[src/rtl/hdmi_vtc_ctrl.sv]
// Video timing controller: free-running ppl/lpf counters, sync/DE strobes and the active format.
// Format changes are accepted via valid/ready and applied only on a frame boundary.
module hdmi_vtc_ctrl (
  input  logic        clk,
  input  logic        rst_n,
  input  logic        fmt_req_vld,
  output logic        fmt_req_rdy,
  input  logic [2:0]  fmt_req,
  input  logic [11:0] h_total,
  input  logic [11:0] h_sync,
  input  logic [11:0] h_blank,
  input  logic [11:0] v_total,
  input  logic [11:0] v_sync,
  input  logic [11:0] v_blank,
  output logic [2:0]  fmt_def,
  output logic [11:0] ppl,
  output logic [11:0] lpf,
  output logic        hsync,
  output logic        vsync,
  output logic        de,
  output logic        sof,
  output logic        fmt_ack,
  output logic        fmt_err
);

  typedef enum logic [1:0] {StIdle, StRun, StPend} state_e;

  state_e      state_q, state_d;
  logic [11:0] ppl_q, ppl_d, lpf_q, lpf_d;
  logic [2:0]  fmt_q, fmt_d;
  logic [11:0] ht_q, ht_d, hs_q, hs_d, hb_q, hb_d;
  logic [11:0] vt_q, vt_d, vs_q, vs_d, vb_q, vb_d;
  logic [2:0]  sh_fmt_q, sh_fmt_d;
  logic [11:0] sh_ht_q, sh_ht_d, sh_hs_q, sh_hs_d, sh_hb_q, sh_hb_d;
  logic [11:0] sh_vt_q, sh_vt_d, sh_vs_q, sh_vs_d, sh_vb_q, sh_vb_d;
  logic        rdy_q, rdy_d;
  logic        hsync_q, hsync_d, vsync_q, vsync_d, de_q, de_d, sof_q, sof_d;
  logic        ack_q, ack_d, err_q, err_d;

  logic        accept, req_ok, line_end, frame_end, run_d;
  logic [11:0] adv_ppl, adv_lpf;

  always_comb begin
    accept    = fmt_req_vld && rdy_q;
    req_ok    = (h_total > h_blank) && (v_total > v_blank) && (h_sync <= h_blank) &&
                (v_sync <= v_blank) && (h_sync != 12'd0) && (v_sync != 12'd0);
    line_end  = (ppl_q == ht_q);
    frame_end = line_end && (lpf_q == vt_q);
    adv_ppl   = line_end ? 12'd1 : ppl_q + 12'd1;
    adv_lpf   = lpf_q;
    if (line_end) adv_lpf = frame_end ? 12'd1 : lpf_q + 12'd1;

    state_d  = state_q;
    ppl_d    = ppl_q;
    lpf_d    = lpf_q;
    fmt_d    = fmt_q;
    ht_d     = ht_q;
    hs_d     = hs_q;
    hb_d     = hb_q;
    vt_d     = vt_q;
    vs_d     = vs_q;
    vb_d     = vb_q;
    sh_fmt_d = sh_fmt_q;
    sh_ht_d  = sh_ht_q;
    sh_hs_d  = sh_hs_q;
    sh_hb_d  = sh_hb_q;
    sh_vt_d  = sh_vt_q;
    sh_vs_d  = sh_vs_q;
    sh_vb_d  = sh_vb_q;
    ack_d    = 1'b0;
    err_d    = accept && !req_ok;

    unique case (state_q)
      StIdle: begin
        // From idle there is no frame in flight, so the request applies immediately.
        if (accept && req_ok) begin
          state_d = StRun;
          fmt_d   = fmt_req;
          ht_d    = h_total;
          hs_d    = h_sync;
          hb_d    = h_blank;
          vt_d    = v_total;
          vs_d    = v_sync;
          vb_d    = v_blank;
          ppl_d   = 12'd1;
          lpf_d   = 12'd1;
          ack_d   = 1'b1;
        end
      end
      StRun: begin
        ppl_d = adv_ppl;
        lpf_d = adv_lpf;
        if (accept && req_ok) begin
          state_d  = StPend;
          sh_fmt_d = fmt_req;
          sh_ht_d  = h_total;
          sh_hs_d  = h_sync;
          sh_hb_d  = h_blank;
          sh_vt_d  = v_total;
          sh_vs_d  = v_sync;
          sh_vb_d  = v_blank;
        end
      end
      StPend: begin
        ppl_d = adv_ppl;
        lpf_d = adv_lpf;
        if (frame_end) begin
          state_d = StRun;
          fmt_d   = sh_fmt_q;
          ht_d    = sh_ht_q;
          hs_d    = sh_hs_q;
          hb_d    = sh_hb_q;
          vt_d    = sh_vt_q;
          vs_d    = sh_vs_q;
          vb_d    = sh_vb_q;
          ppl_d   = 12'd1;
          lpf_d   = 12'd1;
          ack_d   = 1'b1;
        end
      end
      default: state_d = StIdle;
    endcase

    // Strobes use next-state counters and timing so they line up with ppl/lpf.
    run_d   = (state_d != StIdle);
    hsync_d = run_d && (ppl_d <= hs_d);
    vsync_d = run_d && (lpf_d <= vs_d);
    de_d    = run_d && (ppl_d > hb_d) && (lpf_d > vb_d);
    sof_d   = run_d && (ppl_d == 12'd1) && (lpf_d == 12'd1);
    rdy_d   = (state_d != StPend);
  end

  always_ff @(posedge clk) begin
    if (!rst_n) begin
      state_q  <= StIdle;
      ppl_q    <= '0;
      lpf_q    <= '0;
      fmt_q    <= '0;
      ht_q     <= '0;
      hs_q     <= '0;
      hb_q     <= '0;
      vt_q     <= '0;
      vs_q     <= '0;
      vb_q     <= '0;
      sh_fmt_q <= '0;
      sh_ht_q  <= '0;
      sh_hs_q  <= '0;
      sh_hb_q  <= '0;
      sh_vt_q  <= '0;
      sh_vs_q  <= '0;
      sh_vb_q  <= '0;
      rdy_q    <= 1'b0;
      hsync_q  <= 1'b0;
      vsync_q  <= 1'b0;
      de_q     <= 1'b0;
      sof_q    <= 1'b0;
      ack_q    <= 1'b0;
      err_q    <= 1'b0;
    end else begin
      state_q  <= state_d;
      ppl_q    <= ppl_d;
      lpf_q    <= lpf_d;
      fmt_q    <= fmt_d;
      ht_q     <= ht_d;
      hs_q     <= hs_d;
      hb_q     <= hb_d;
      vt_q     <= vt_d;
      vs_q     <= vs_d;
      vb_q     <= vb_d;
      sh_fmt_q <= sh_fmt_d;
      sh_ht_q  <= sh_ht_d;
      sh_hs_q  <= sh_hs_d;
      sh_hb_q  <= sh_hb_d;
      sh_vt_q  <= sh_vt_d;
      sh_vs_q  <= sh_vs_d;
      sh_vb_q  <= sh_vb_d;
      rdy_q    <= rdy_d;
      hsync_q  <= hsync_d;
      vsync_q  <= vsync_d;
      de_q     <= de_d;
      sof_q    <= sof_d;
      ack_q    <= ack_d;
      err_q    <= err_d;
    end
  end

  assign fmt_req_rdy = rdy_q;
  assign fmt_def     = fmt_q;
  assign ppl         = ppl_q;
  assign lpf         = lpf_q;
  assign hsync       = hsync_q;
  assign vsync       = vsync_q;
  assign de          = de_q;
  assign sof         = sof_q;
  assign fmt_ack     = ack_q;
  assign fmt_err     = err_q;

endmodule

[config.mk]
export PLATFORM = sky130hd
export DESIGN_NAME = hdmi_vtc_ctrl
export DESIGN_NICKNAME = d
export VERILOG_FILES = /design/src/rtl/hdmi_vtc_ctrl.sv
export SDC_FILE = /design/constraint.sdc
export NUM_CORES = 1
export LEC_CHECK = 0
export ABC_CLOCK_PERIOD_IN_PS = 5000
export BUFFER_PORTS_ARGS = -buffer_cell sky130_fd_sc_hd__buf_2
export CAP_MARGIN = 15
export CORE_UTILIZATION = 29
export CTS_CLUSTER_SIZE = 8
export DETAILED_ROUTE_END_ITERATION = 12
export PLACE_DENSITY = 0.54
export SYNTH_ARGS = -nofsm -noshare
export SYNTH_HDL_FRONTEND = slang
export SYNTH_SLANG_ARGS = --single-unit
[constraint.sdc]
create_clock -name clk -period 5 [get_ports clk]
set_input_delay 1 -clock clk [delete_from_list [all_inputs] [get_ports clk]]
set_output_delay 1 -clock clk [all_outputs]
set_load 0.01 [all_outputs]
# Word level (Yosys, flattened, before mapping)
# Cells that the tools add are included.
# totals
ff_bits	183
elab_cells	103
out_inout_bits	34
in_bits	78
# classes
eq_ne	9
add_sub_neg	2
mux	37
n_lt_le_gt_ge	8
reduce_logical	23
# op_table
cell	n
2-to-1 mux 12 bit	19
one-hot mux 12 bit (2 select lines)	6
one-hot mux 12 bit (3 select lines)	2
greater-than comparator 12 bit	4
<= comparator 12 bit	4
adder 12 x 1 -> 12 bit, second input constant	2
== test 12 x 1 -> 1 bit, second input constant	2
== test 12 bit	2
nonzero test 12 bit	2
logical AND 1 bit	15
2-to-1 mux 2 bit	3
2-to-1 mux 3 bit	2
!= test 2 bit, second input constant	3
one-hot mux 2 bit (3 select lines)	1
one-hot mux 3 bit (2 select lines)	1
nonzero test 2 bit	2
AND reduction 3 bit	1
== test 2 x 1 -> 1 bit, second input constant	1
== test 2 bit, second input constant	1
zero test 2 bit	1
2-to-1 mux 1 bit	2
one-hot mux 1 bit (2 select lines)	1
AND reduction 2 bit	1
zero test 1 bit	1

# Logic depth before layout (Yosys ltp)
# Gate-level depths: netlist (run 1).
# logic_depth
word_depth	12
ltp_mapped	23
ltp_nobuf	20

# Worst setup path before layout (run 1)
# No wires, ideal clock.
# synth_path
kind	in2reg
start	input port h_blank[1]
end	register de_q, in the netlist de
arrival_ns	4.415
setup_slack_ns	0.468
n_path_buf	3
cell_stages	23
setup_time_ns	0.117
path_cell_list	inv_1 ha_1 nor2b_1 o211ai_1 a211oi_1 a2111oi_1 nor3_2 and3_1 buf_2 buf_6 buf_2 a22o_1 a21oi_1 ha_1 a21o_1 a21o_1 a21oi_1 nor2b_1 o21ai_0 nand2_1 a21o_1 a21oi_1 nor3_1
# synth_via
elab_chain_cells	12
elab_cells_between_ends	24
classes_between	order compare (4); mux (11); reduce/logical (9)
# synth_rtl
element	line	text
start, declared	11	input logic [11:0] h_blank,
greater-than comparator 12 bit	45	req_ok = (h_total > h_blank) && (v_total > v_blank) && (h_sync <= h_blank) &&
logical AND 1 bit (3 in series)	45	
logical AND 1 bit (2 in series)	46	(v_sync <= v_blank) && (h_sync != 12'd0) && (v_sync != 12'd0);
logical AND 1 bit	76, 93	
2-to-1 mux 12 bit, or another cell as far along	76	if (accept && req_ok) begin
one-hot mux 12 bit (3 select lines), or another cell as far along	73	unique case (state_q)
greater-than comparator 12 bit / nonzero test 2 bit (equally long branches)	128, 125	
logical AND 1 bit	128	de_d = run_d && (ppl_d > hb_d) && (lpf_d > vb_d);
logical AND 1 bit (*)	128	
end signal, assigned	155	de_q <= 1'b0;
end signal, assigned	180	de_q <= de_d;
end, declared	37	logic hsync_q, hsync_d, vsync_q, vsync_d, de_q, de_d, sof_q, sof_d;
# Mark *: on every way between the ends. The rest lies on a longest branch, timed or not.
# A chain may end at the register's enable or synchronous reset.

# Final worst setup path (run 1)
# layout_path
start	input port h_blank[9]
end	register vsync_q, in the netlist vsync
# layout_via
elab_chain_cells	11
elab_cells_between_ends	18
classes_between	order compare (3); mux (7); reduce/logical (8)
# layout_rtl
element	line	text
greater-than comparator 12 bit	45	
logical AND 1 bit	45	
logical AND 1 bit (*) (2 in series)	45	
logical AND 1 bit (*) (2 in series)	46	
logical AND 1 bit (*)	76, 93	
2-to-1 mux 12 bit, or another cell as far along	76	
one-hot mux 12 bit (3 select lines), or another cell as far along	73	
<= comparator 12 bit / nonzero test 2 bit (equally long branches)	127, 125	
logical AND 1 bit (*)	127	vsync_d = run_d && (lpf_d <= vs_d);
end signal, assigned	179	vsync_q <= vsync_d;
end, declared	37	
# Marks and branches as above.

==> reports/metrics.cfg, run 1 <==
[logic_synthesis]
synthDistinctLibCells=62
ys_top_cells_by_area=dfxtp_1 (35%), ha_1 (12%), mux2i_1 (7.8%)
syn-num-nets=1353
yosys.area.top_type=dfxtp_1
ys_seq_area_share_pct=35.2
async_flop_share_pct=0
ys_dominant_reg_cell=dfxtp_1
ys_seq_elements=183
ys.warnings.count=0
synth_area_mm2=0.0104
avgSynthCellArea_um2=8.86
synth_top_cell_area_share_pct=35.2
synthCells=1177
synth_edf_count=0

[drt]
wl_per_cell_um=18.4
drc_errors=0
wl_um=32500
dr.first_iter.drc_count=722
routed-via-count=9129
dr.pass1.iters=8
vias_per_cell=5.15
ant_nets=0

[cts]
clock_path_buffers=2
cts_inserted_buffers=17
clk_pin_slew_ns=0.07
cts_tree=built
cts.sinks=183
clk_latency_ns=0.45
postCtsHoldBufs=0
cts_max_level=4
root_buffer=clkbuf_16

[setup_path]
worst_setup_path_start_kind=input port
rr_worst_depth=17
crit_end=vsync
cp_slowest_cell=a2111oi_4
cp-startpoint=h_blank[9]
cp_data_arrival_time_ns=4.98
reg2reg_from=ppl[4]
crit_type=in -> reg
cp-end-kind=register
cp.required_ns=5.38
crit_fanout=7
crit_chain=buf_2 > inv_1 > buf_4 > ha_1 > a21o_1 > a21o_1 > a2111oi_4 > buf_4 > nor3_2 > and3_2 > buf_4 > a22o_1 > a21oi_1 > ha_1 > a21o_1 > a21oi_1 > nor2b_1 > o21ai_0 > nand2b_1 > a221oi_1 > o21ai_0 > a21oi_1
r2r-end=hsync
r2r_slack_ns=0.72
max_stage_delay_ns=0.45

[grt]
gr-total-overflow=0
grt_pass1_wl_um=50900
grt_max_degree=65
grt_use_total_pct=18.2
antenna_found_initial=1
grt_pass1_vias=8678

[placement]
placed_cell_area_mm2=0.0117
dp_slack_ns=-0.466
gp_congestion=0.846
numPortBuffers=111
dp_hpwl_um=24800

[timing]
period_minus_slack_ns=4.60
setup_slack_ns=0.395
tightest_slew_ns=1.05
finalMaxSlewViolations=0
rsz0062_at_grt=no
fmax_mhz=217
layout_worst_path_cycle_share_pct=92.1
finalSetupViolCount=0
hold_violations=0
slew_headroom_pct=29.2
finClkSkew_ns=0.0123

[power]
p_leak_uw=0.00582
p_comb_share_pct=11.4
vdd_drop_max_v=0.000256
pwr-share-seq_pct=43.8
p_sw_uw=880
p_per_area_mw_per_mm2=272
clkPwrFrac_pct=44.8
swShare_pct=26.1
p_int_uw=2490

[layout]
finalNetCount=1473
final_cell_area_mm2=0.0124
syn_to_final_growth_pct=18.9
nFillCells=3661
fin_util_pct=34.9
drive_gt1_share_pct=19.6
antenna_cells=0

[die]
rows=69
io_pins=112
start_util_pct=29.4
chipWidth_um=192
core_area_mm2=0.0355
die_y_um=192
die_area_mm2=0.0367

[hold_path]
hold_path_class=reg -> reg

[run_status]
status=completed

[run]
cap_violations=0

synth_stat cells (5+ instances only):
| master | count |
|---|---|
| a211oi_1 | 12 |
| a211oi_2 | 20 |
| a21o_1 | 20 |
| a21oi_1 | 98 |
| a21oi_2 | 6 |
| a22o_1 | 48 |
| a31oi_1 | 10 |
| and2_1 | 27 |
| and4_1 | 6 |
| buf_1 | 6 |
| buf_2 | 24 |
| buf_4 | 6 |
| buf_6 | 9 |
| clkbuf_1 | 30 |
| dfxtp_1 | 183 |
| ha_1 | 98 |
| inv_1 | 36 |
| mux2i_1 | 81 |
| nand2_1 | 32 |
| nand2b_1 | 6 |
| nand3_1 | 21 |
| nand4_1 | 31 |
| nor2_1 | 199 |
| nor2b_1 | 10 |
| nor3_1 | 12 |
| nor4_1 | 16 |
| o211ai_1 | 5 |
| o21a_1 | 8 |
| o21ai_0 | 18 |
| o2bb2ai_1 | 9 |
| or2_2 | 5 |
| xnor2_1 | 14 |
| xor2_1 | 14 |
metrics by stage:
step	setup TNS, ns	hold WS (ns)	total power (µW)	instances
2_1_floorplan	0	0.448	1730	1177
3_3_place_gp	-1.21	0.463	1880	1739
3_5_place_dp	-1.32	0.476	1890	1739
4_1_cts	0	0.493	3390	1771
5_1_grt	0	0.512	3510	1771
6_report	0	0.488	3370	1771
how the worst min path moves through the flow:
stage | start | to | slack (ns) | depth (start not counted)
6_report | hs_q[7] | hs_q[7] | 0.49 | 2
2_1_floorplan | vb_q[11] | vb_q[11] | 0.45 | 2
3_3_place_gp | sh_ht_q[0] | sh_ht_q[0] | 0.46 | 2
4_1_cts | sh_hb_q[9] | sh_hb_q[9] | 0.49 | 2
5_1_grt | hs_q[8] | hs_q[8] | 0.51 | 2
3_5_place_dp | hs_q[8] | hs_q[8] | 0.48 | 2
kinds of logic (layout without fill, tap and decap cells):
kind of cell               Yosys count  after routing  share of synthesized area [%]
and+or+nand+nor                    386            386                           17.8
AOI/OAI and AO/OA                  287            287                           19.7
DFF                                183            183                           35.2
buffers and inverters              112            245                           5.19
adders and majority gates           98             98                           11.8
muxes                               81             81                           7.78
xor gates and xnor gates            30             30                           2.67
power groups by stage:
stage / clock (µW) / sequential [µW] / combinational [µW]
after detailed placement: 0 / 1510 / 377
after global placement: 0 / 1510 / 374
after floorplan: 0 / 1510 / 226
after global routing: 1610 / 1480 / 424
after CTS: 1540 / 1480 / 381
final: 1510 / 1480 / 383
worst max-delay path: cells and delay by family:
kind                       cells  cell delay (ns)
buffers and inverters          5             0.68
and+or+nand+nor                4             0.50
adders and majority gates      2             0.58
AOI/OAI and AO/OA             11             2.21
registers in the layout, summed over array words and instances (netlist names), 2 cells and up:
register	flops
vt_q	12
sh_vs_q	12
sh_vb_q	12
hs_q	12
sh_hs_q	12
lpf	12
sh_ht_q	12
vs_q	12
hb_q	12
ht_q	12
sh_vt_q	12
state_q	2
sh_fmt_q	3
vb_q	12
sh_hb_q	12
ppl	12
fmt_def	3
cells in the final DEF (no fill, tap or decap), types with 6 or more instances in the layout:
cell	instances
nor2b_1	10
a21o_1	20
a211oi_1	11
buf_4	60
or2_2	6
nor2_1	198
o21ai_0	18
a21oi_2	6
clkbuf_16	17
and2_1	27
a22o_1	48
nor4_1	16
ha_1	98
nand2_1	32
nand4_1	31
a31oi_1	10
inv_1	36
a21oi_1	98
xor2_1	14
a211oi_2	21
nor3_1	12
o21a_1	8
dfxtp_1	183
mux2i_1	81
and4_1	6
nand3_1	21
buf_2	111
o2bb2ai_1	9
xnor2_1	14
final cells by class:
type | instances | area, µm² | share of cell area (%)
Multi-Input combinational cell | 882 | 6260 | 50.5
Clock buffer | 20 | 457 | 3.69
Sequential cell | 183 | 3660 | 29.6
Clock inverter | 12 | 189 | 1.52
Tap cell | 461 | 577 | 4.66
Timing Repair Buffer | 176 | 1110 | 8.93
Inverter | 37 | 141 | 1.14
what timing repair did:
item	4_1_cts	5_1_grt
buffers inserted	0	0
endpoints found under the setup margin	2	1
gates resized for setup	1	3
pin swaps	0	1
per-layer routing:
layer  global-route usage, %  up-vias  routed length, µm
li1                        -     4482                  -
met1                    26.7     4374              16900
met2                    26.7      236              13700
met3                    3.65       35               1500
met4                    5.13        2                479
met5                       0        -                 13
No activity file was read; power rests on OpenSTA's default activity.
==> run 2: changes to the inputs <==
--- a/config.mk
+++ b/config.mk
@@ -11,7 +11,6 @@
 export CORE_UTILIZATION = 29
 export CTS_CLUSTER_SIZE = 8
 export DETAILED_ROUTE_END_ITERATION = 12
-export PLACE_DENSITY = 0.54
 export SYNTH_ARGS = -nofsm -noshare
 export SYNTH_HDL_FRONTEND = slang
 export SYNTH_SLANG_ARGS = --single-unit
==> run 2 against run 1 <==
Non-clock buffer count grew 3. First-iteration DRC count shrank 7.1%. Clock power shrank 12%. Cell count grew 0.23%. Combinational power is essentially flat. Cell area shrank 0.61%. Via count shrank 0.46%.
==> reports/metrics.cfg, run 2 (synthesis results as in run 1) <==
[run_status]
status=completed

[die]
core_area_mm2=0.0355
die_area_mm2=0.0367
start_util_pct=29.4
rows=69
die_y_um=192
io_pins=112
chipWidth_um=192

[layout]
finalNetCount=1476
stdcell_count=1775
mostFrequentLayoutCells=nor2_1 (198), dfxtp_1 (183), buf_2 (111)
final_common_cell=nor2_1
nFillCells=3619
drive_gt1_share_pct=19.7
syn_to_final_growth_pct=18.2
multi_input_area_mm2=0.00624
regArea_mm2=0.00366

[power]
p_int_uw=2330
p_sw_uw=854
p_comb_share_pct=11.9
p_per_area_mw_per_mm2=259
vdd_drop_max_v=0.000248
swShare_pct=26.8
p_leak_uw=0.00578
clkPwrFrac_pct=41.7
pwr-share-seq_pct=46.4

[cts]
clk_latency_ns=0.44
root_buffer=clkbuf_16
cts_max_level=4
clock_path_buffers=2
cts_tree=built
clk_pin_slew_ns=0.07
cts_inserted_buffers=17
cts.sinks=183
post_cts_buffers=0

[setup_path]
cp-end-kind=register
cp.required_ns=5.37
crit_fanout=23
cp_data_arrival_time_ns=5.06
path_common_cell=a21oi_1
max_stage_delay_ns=0.50
crit_type=in -> reg
crit_chain=buf_2 > inv_1 > ha_1 > nor2b_1 > o211ai_1 > a211oi_1 > a2111oi_2 > buf_4 > nor3_2 > and3_2 > nor2_4 > buf_4 > a21oi_1 > ha_1 > nor2b_1 > o21ai_0 > nand2b_1 > a21oi_1 > nor3_1 > a211oi_1 > o21ai_0 > a21oi_1
rr_worst_depth=18
worst_setup_path_start_kind=input port
cp_slowest_cell=a2111oi_2

[timing]
finClkSkew_ns=0.0104
rsz0062_at_grt=no
hold_violations=0
period_minus_slack_ns=4.69
layout_worst_path_cycle_share_pct=93.9
finalSetupViolCount=0
tightest_slew_ns=1.10
tns_ns=0
finalMaxSlewViolations=0
slew_headroom_pct=25.8
fmax_mhz=213

[hold_path]
hold_depth=2
hold_path_class=reg -> reg

[placement]
placed_cells=1742
numPortBuffers=111
gp_congestion=0.896
dp_hpwl_um=25000

[grt]
grt_max_degree=59
grt_pass1_vias=8560
grt_pass1_wl_um=49900
antenna_found_initial=1
grt_use_total_pct=17.8
gr-total-overflow=0

[run]
cap_violations=0

[drt]
wl_um=32500
ant_nets=0
drc_errors=0
wl_per_cell_um=18.3
dr.first_iter.drc_count=671
routed-via-count=9087
dr.pass1.iters=10
vias_per_cell=5.12

## run 2: power groups by stage
stage,Clock [µW],Sequential (µW),Combinational (µW)
2_1_floorplan,0,1510,226
3_3_place_gp,0,1510,367
3_5_place_dp,0,1510,373
4_1_cts,1360,1480,377
5_1_grt,1420,1480,417
6_report,1330,1480,380
## run 2: worst max-delay path: cells and delay by family
family | cells | cell delay, ns
compound gates | 9 | 1.66
buf+inv | 4 | 0.79
fa+ha+maj | 2 | 0.59
simple gates | 7 | 1.01
## run 2: metrics by stage
step	hold slack, ns	worst slack (ns)	power, µW	instance area [µm²]	utilization (%)
after global placement	0.464	-0.327	1880	11700	33.1
after global routing	0.507	0.0302	3310	12300	34.7
after detailed placement	0.474	-0.315	1880	11700	33.1
after CTS	0.489	0.0782	3210	12300	34.7
after floorplan	0.448	0.468	1730	10400	-
final	0.487	0.307	3190	12300	34.7
## run 2: cell type report
class | count | share of cell area, %
multi-input cells | 882 | 50.7
flip-flops and latches | 183 | 29.7
repair buffers | 179 | 9.06
well taps | 461 | 4.68
clock buffers | 20 | 3.71
inverters | 37 | 1.15
clock inverters | 12 | 0.965
diodes | 1 | 0.0203
## run 2: path summary, 6_finish.rpt
check,startpoint,slack [ns],to
setup reg to reg,ppl[4],0.85,de
setup / recovery,h_blank[1],0.31,hsync
hold reg to reg,sh_hb_q[3],0.49,sh_hb_q[3]
hold / removal,sh_hb_q[3],0.49,sh_hb_q[3]
## run 2: repair_timing
item,CTS,global route
endpoints found under the setup margin,0,3
hold buffers,0,0
resized for setup,0,2
## run 2: routing by layer
layer | track usage (%) | vias up | wire length, µm
met5 | 0 | - | 12
met4 | 4.24 | 2 | 372
met3 | 3.20 | 28 | 1660
met2 | 27.0 | 258 | 14200
met1 | 25.9 | 4302 | 16200
li1 | - | 4497 | -
